## src/rtl/mem_port_arbiter.sv

```systemverilog
// Arbitrates one single-port memory between instruction fetch and load/store.
// Every access is a registered req/ready handshake that gives up after TIMEOUT cycles.
module mem_port_arbiter #(
    parameter int ADDR_W  = 32,
    parameter int DATA_W  = 32,
    parameter int TIMEOUT = 15
) (
    input  logic              clk,
    input  logic              reset_n,
    input  logic              if_req,
    input  logic [ADDR_W-1:0] if_addr,
    output logic [DATA_W-1:0] if_rdata,
    output logic              if_valid,
    input  logic              MemRead,
    input  logic              MemWrite,
    input  logic [ADDR_W-1:0] d_addr,
    input  logic [DATA_W-1:0] d_wdata,
    output logic [DATA_W-1:0] d_rdata,
    output logic              d_valid,
    output logic              err,
    output logic              mem_req,
    output logic              mem_we,
    output logic [ADDR_W-1:0] mem_addr,
    output logic [DATA_W-1:0] mem_wdata,
    input  logic [DATA_W-1:0] mem_rdata,
    input  logic              mem_ready,
    output logic              stall
);
    localparam logic [1:0] IDLE  = 2'd0;
    localparam logic [1:0] FETCH = 2'd1;
    localparam logic [1:0] DATA  = 2'd2;
    localparam logic [1:0] RESP  = 2'd3;
    localparam logic [7:0] CNT_LAST = 8'(TIMEOUT - 1);

    logic [1:0]        state_q, state_d;
    logic [7:0]        cnt_q, cnt_d;
    logic              mem_req_q, mem_req_d;
    logic              mem_we_q, mem_we_d;
    logic [ADDR_W-1:0] mem_addr_q, mem_addr_d;
    logic [DATA_W-1:0] mem_wdata_q, mem_wdata_d;
    logic [DATA_W-1:0] if_rdata_q, if_rdata_d;
    logic [DATA_W-1:0] d_rdata_q, d_rdata_d;
    logic              if_valid_q, if_valid_d;
    logic              d_valid_q, d_valid_d;
    logic              err_q, err_d;
    logic              d_req;
    logic              done;

    assign d_req = MemRead | MemWrite;
    // Ready wins over timeout when both land in the final wait cycle.
    assign done  = mem_ready | (cnt_q == CNT_LAST);

    always_comb begin
        state_d     = state_q;
        cnt_d       = cnt_q;
        mem_req_d   = mem_req_q;
        mem_we_d    = mem_we_q;
        mem_addr_d  = mem_addr_q;
        mem_wdata_d = mem_wdata_q;
        if_rdata_d  = if_rdata_q;
        d_rdata_d   = d_rdata_q;
        if_valid_d  = 1'b0;
        d_valid_d   = 1'b0;
        err_d       = 1'b0;
        case (state_q)
            IDLE: begin
                if (d_req) begin
                    state_d     = DATA;
                    mem_req_d   = 1'b1;
                    mem_we_d    = MemWrite;
                    mem_addr_d  = d_addr;
                    mem_wdata_d = d_wdata;
                    cnt_d       = '0;
                end else if (if_req) begin
                    state_d    = FETCH;
                    mem_req_d  = 1'b1;
                    mem_we_d   = 1'b0;
                    mem_addr_d = if_addr;
                    cnt_d      = '0;
                end
            end
            FETCH, DATA: begin
                if (done) begin
                    state_d   = RESP;
                    mem_req_d = 1'b0;
                    err_d     = ~mem_ready;
                    if (state_q == FETCH) begin
                        if_valid_d = 1'b1;
                        if_rdata_d = mem_ready ? mem_rdata : '0;
                    end else begin
                        d_valid_d = 1'b1;
                        if (!mem_ready) begin
                            d_rdata_d = '0;
                        end else if (!mem_we_q) begin
                            d_rdata_d = mem_rdata;
                        end
                    end
                end else begin
                    cnt_d = cnt_q + 8'd1;
                end
            end
            RESP:    state_d = IDLE;
            default: state_d = IDLE;
        endcase
    end

    always_ff @(posedge clk or negedge reset_n) begin
        if (!reset_n) begin
            state_q     <= IDLE;
            cnt_q       <= '0;
            mem_req_q   <= 1'b0;
            mem_we_q    <= 1'b0;
            mem_addr_q  <= '0;
            mem_wdata_q <= '0;
            if_rdata_q  <= '0;
            d_rdata_q   <= '0;
            if_valid_q  <= 1'b0;
            d_valid_q   <= 1'b0;
            err_q       <= 1'b0;
        end else begin
            state_q     <= state_d;
            cnt_q       <= cnt_d;
            mem_req_q   <= mem_req_d;
            mem_we_q    <= mem_we_d;
            mem_addr_q  <= mem_addr_d;
            mem_wdata_q <= mem_wdata_d;
            if_rdata_q  <= if_rdata_d;
            d_rdata_q   <= d_rdata_d;
            if_valid_q  <= if_valid_d;
            d_valid_q   <= d_valid_d;
            err_q       <= err_d;
        end
    end

    assign mem_req   = mem_req_q;
    assign mem_we    = mem_we_q;
    assign mem_addr  = mem_addr_q;
    assign mem_wdata = mem_wdata_q;
    assign if_rdata  = if_rdata_q;
    assign d_rdata   = d_rdata_q;
    assign if_valid  = if_valid_q;
    assign d_valid   = d_valid_q;
    assign err       = err_q;
    assign stall     = (d_req & ~d_valid_q) | (if_req & ~if_valid_q);

endmodule

```

## config.mk

```make
export PLATFORM = sky130hd
export DESIGN_NAME = mem_port_arbiter
export DESIGN_NICKNAME = d
export VERILOG_FILES = /design/src/rtl/mem_port_arbiter.sv
export SDC_FILE = /design/constraint.sdc
export NUM_CORES = 1
export LEC_CHECK = 0
export ABC_AREA = 1
export CORE_MARGIN = 2
export CORE_UTILIZATION = 35
export DETAILED_ROUTE_END_ITERATION = 8
export PLACE_DENSITY = 0.69
export SYNTH_ARGS = -nofsm -noshare
export SYNTH_HDL_FRONTEND = slang
export SYNTH_SLANG_ARGS = --single-unit
```

## constraint.sdc

```tcl
create_clock -name clk -period 2.09 [get_ports clk]
set_clock_uncertainty 0.1 [all_clocks]
set_input_delay 0.418 -clock clk [delete_from_list [all_inputs] [get_ports clk]]
set_output_delay 0.418 -clock clk [all_outputs]
set_load 0.005 [all_outputs]
```

Word level (Yosys, flattened, before mapping)
Index checks and enable logic that the tools add are counted.
Storage, ports and cells
  input port bits: 134
  logic and storage cells: 67
  bits in registers: 143
Operators by class
  eq/ne operators: 8
  bitwise logic cells: 9
  mux-type cells: 27
  reductions and logical operators: 11
  add/sub/neg operators: 1
Operator list (count)
  $mux 32: 5
  $mux 8: 3
  $pmux 8 s2: 1
  $mux 1: 13
  $reduce_and 3->1: 3
  $add 8x1->8 const B: 1
  $eq 8x4->1 const B: 1
  $mux 2: 3
  $ne 2x2->1 const B: 3
  $pmux 2 s3: 1
  $reduce_and 2->1: 3
  $eq 2x2->1 const B: 2
  $not 1->1: 4
  $reduce_and 4->1: 1
  $reduce_bool 2->1: 2
  $ne 3x3->1 const B: 1
  $or 1x1->1: 3
  $and 1x1->1: 2
  $eq 2x1->1 const B: 1
  $logic_not 2->1: 1
  $pmux 1 s2: 1
  $reduce_or 2->1: 1

Longest topological paths before layout
  depth in word-level cells: 4
  depth in mapped cells: 10

Least setup slack after synthesis
No wires, ideal clock.
  path type: register to register
  start point: register state_q[0]
  end point: register cnt_q[1]
  period minus slack after synthesis: 1.747 ns
  arrival time: 1.530 ns
  stages on the path, launching flop included: 11
  slack: 0.343 ns
  required time: 1.873 ns
  buffers on the path: 1
  cell sequence: dfrtp_1 > inv_1 > ha_1 > buf_4 > clkinv_1 > nor2_1 > nor2_1 > inv_1 > nand2_1 > nand2_1 > nand2_1
Between the ends
  longest elaborated chain between the ends: 4
  elaborated cells between the ends (all ways): 9
  classes of those cells: 4 x eq/ne; 1 x mux; 4 x reduce/logical
Ends and longest elaborated chain
  start, declared: line 35  | logic [1:0] state_q, state_d;
  start signal, assigned: line 121  | state_q <= state_d;
  $eq 2x1->1 / $eq 2x2->1 (equally long branches): line 65  | case (state_q)
  $reduce_or 2->1: line 65
  $ne 2x2->1 (no line) / $reduce_bool 2->1 (equally long branches)
  $reduce_and 3->1 (no line)
  end signal, assigned: line 122  | cnt_q <= cnt_d;
  end, declared: line 36  | logic [7:0] cnt_q, cnt_d;
Parallel ways exist; a longest one is shown, timed or not.
A chain may end at the register's enable or synchronous reset.

Worst setup path in the final report
  start point: input MemWrite
  end point: output stall
Between the ends
  longest elaborated chain between the ends: 3
Ends and longest elaborated chain
  start, declared: line 15  | input logic MemWrite,
  $or 1x1->1: line 49  | assign d_req = MemRead | MemWrite;
  $and 1x1->1: line 144  | assign stall = (d_req & ~d_valid_q) | (if_req & ~if_valid_q);
  $or 1x1->1: line 144
  end, declared: line 27  | output logic stall
Every way passes these cells.

==> results.cfg <==
[run_status]
outcome = finished clean

[floorplan]
start_util = 0.354
die_w_um = 135
die_area_um2 = 18300
core_area_um2 = 17100
rows = 48
fp.dieH_um = 135
ios = 268

[cells_and_area]
drive_above_1_share = 0.137
area_delta_synth_final_pct = 60.8
final_net_count = 1021
diodes = 0
fill_cells = 1537
final_cells = 1120

[placement]
place_congestion = 0.784
numPlacedInstances = 1087
hpwl_um = 12000
portBuffers = 267
dpl_worst_slack_ns = -0.0497

[sta]
setup_viol = 0
slew_violations = 0
relSlewSlack = 0.666
holdWs_ns = 0.378
hold_viol = 0
period_needed_ns = 1.90
max_freq_mhz = 525
final.period_utilization = 0.911
worst_slew_pin_slew_ns = 0.501
rsz0062_at_grt = false
finalWorstSetupSlack_ns = 0.187

[routing]
wl_per_cell_um = 14.5
dr.first_iter.drc_count = 303
vias_per_cell = 4.62
vias = 5175
remaining_drc_errors = 0
routed_wl_um = 16300
first_pass_iters = 4
ant_nets = 0

[power_and_ir_drop]
comb_power_share = 0.428
power_leakage_nw = 4.21
power_frac_clock = 0.233
p_sw_frac = 0.312
ir_worst_vdd_mv = 0.587
internal_power_mw = 9.27
seqPwrFrac = 0.339
cellPowerDensity_nw_per_um2 = 1390
power_switching_mw = 4.21

[global_routing]
grt_use_total = 0.180
antenna_found_initial = 0
grt_pass1_wl_um = 25700
gr-total-overflow = 0
first_global_vias = 5000
grt_max_degree = 65

[critical_path]
crit_fanout = 3
path_cells = clkdlybuf4s50_1 > nor2_4 > o22ai_1 > dlygate4sd2_1
path_depth = 4
worstSetupStartpointType = primary input
worstPathRequired_ns = 1.57
cp.arrival_ns = 1.39
crit_slowest_cell = clkdlybuf4s50_1
setup.worst_path.end_class = output port
critPathTopFamily = buffers and inverters
crit_type = in2out
crit_buf_inv = 2
r2r_cells = 8
cp_slowest_stage_delay_ns = 0.45

[synthesis]
synth-main-ff-cell = dfrtp_1
synth_top_area_share = 0.593
syn_inst = 605
syn_avg_cell_area_um2 = 9.98
yosys_warnings = 0
synthSimpleGateAreaFrac = 0.172
synth_area_leaders = dfrtp_1 (59%), nand2_1 (12%), mux2_2 (6.2%), o21ai_1 (3.4%), o21ai_2 (3.3%)
synth.most_common_cell = nand2_1
synth_cell_types = 28
seq_area_frac_synth = 0.593
muxShareOfSynthArea = 0.0616
synth_edf_count = 0
yosysTopAreaCell = dfrtp_1
ys_async_sr_fraction = 1.00
syn-num-nets = 744
synth-seq-cells = 143
synth_common_cells = nand2_1 (199), dfrtp_1 (143), nor2_1 (48)
synth_top_family_by_area = simple AND/OR/NAND/NOR gates
synth-xor-area-share = 0.00435
synth_fa_ha_area_frac = 0.0104
synth_area_um2 = 6040
synth_compound_area_frac = 0.113

[clock_tree]
numClockSinks = 143
post_cts_buffers = 0
htreeDepth = 4
cts_inserted_buffers = 17
worstSkewPairLatency_ns = 0.41
clk_pin_slew_ns = 0.06
tritoncts = yes
clockBufferDepth = 2
cts_root_buffer = clkbuf_16

[worst_hold_path]
holdCritPathClass = reg2reg
whs_path_depth = 2

[job]
cap_violations = 0
-- power groups by stage --
stage          registers (mW)  logic (mW)  clock network (mW)
2_1_floorplan            4.67        2.38                   0
3_5_place_dp             4.62        5.83                   0
5_1_grt                  4.72        6.35                3.35
3_3_place_gp             4.58        5.77                   0
4_1_cts                  4.58        5.86                3.22
6_report                 4.57        5.77                3.15
-- final timing paths --
kind,from,slack (ns),end
setup / recovery,MemWrite,0.19,stall
hold / removal,if_rdata[16]$_DFFE_PN0P_,0.38,if_rdata[16]$_DFFE_PN0P_
setup reg to reg,cnt_q[0]$_DFFE_PN0P_,0.31,if_rdata[18]$_DFFE_PN0P_
hold reg to reg,if_rdata[16]$_DFFE_PN0P_,0.38,if_rdata[16]$_DFFE_PN0P_
max in group asynchronous,reset_n,0.83,if_rdata[21]$_DFFE_PN0P_
min in group asynchronous,reset_n,0.43,if_rdata[14]$_DFFE_PN0P_
-- worst reg2reg max path: stages, from the launching register on --
cell,delay [ns]
dfrtp_1,0.41
inv_1,0.10
ha_1,0.17
nand3_2,0.12
o21bai_4,0.23
nand3_2,0.13
buf_12,0.21
nand2_1,0.14
o21ai_2,0.05
-- layout by cell type (no fill, tap or decap), types with 2 or more instances in the layout --
cell,count
nor2_1,48
inv_6,4
o21ai_2,23
buf_12,8
buf_4,18
nand3_2,2
o21ai_1,41
clkdlybuf4s50_1,265
bufinv_16,3
clkbuf_16,17
a31oi_1,32
mux2_2,33
o21ai_0,4
dfrtp_1,143
ha_1,5
clkinvlp_4,2
inv_1,12
clkinv_4,4
nand3_1,9
nand2_1,199
a21oi_1,5
xnor2_1,2
-- area by class of cell --
class | count | area (um2) | area share
Timing Repair Buffer | 294 | 2980 | 0.307
Inverter | 14 | 52.6 | 0.00542
Clock buffer | 18 | 439 | 0.0453
Tap cell | 225 | 282 | 0.0290
Sequential cell | 143 | 3580 | 0.369
Multi-Input combinational cell | 412 | 2190 | 0.226
Clock inverter | 14 | 180 | 0.0186
-- kinds of logic after synthesis --
group / Yosys count
multiplexers: 33
flip-flops: 143
XOR/XNOR: 3
buffers and inverters: 50
AND/OR/NAND/NOR: 263
adder cells (fa/ha/maj): 5
AO/OA/AOI/OAI: 108
-- metal layers --
| layer | share of wire | wire length (um) | track usage |
|---|---|---|---|
| met1 | 0.42 | 6900 | 0.222 |
| met2 | 0.46 | 7560 | 0.285 |
| met3 | 0.094 | 1530 | 0.0730 |
| met4 | 0.018 | 297 | 0.0666 |
| met5 | 0 | 0 | 0 |
-- metrics by stage --
stage / power, mW / instance area, um2 / utilization / setup TNS, ns
final: 13.5 / 9700 / 0.569 / 0
after global routing: 14.4 / 9700 / 0.569 / 0
after CTS: 13.7 / 9700 / 0.569 / 0
after detailed placement: 10.4 / 9070 / 0.532 / -1.02
after global placement: 10.3 / 9070 / 0.532 / -0.444
after floorplan: 7.04 / 6040 / - / 0
-- sequential cells by signal, summed over array words and instances, names as in the netlist --
| name | flops |
|---|---|
| mem_req | 1 |
| if_valid | 1 |
| mem_wdata | 32 |
| if_rdata | 32 |
| mem_addr | 32 |
| d_rdata | 32 |
| err | 1 |
| cnt_q | 8 |
| mem_we | 1 |
| state_q | 2 |
| d_valid | 1 |
-- repair_timing --
item                                    CTS  global route
resized for setup                         1             0
endpoints found under the hold margin    47             0
endpoints found under the setup margin    1             0
hold buffers                              1             0
(Power assumes the default switching activity.)
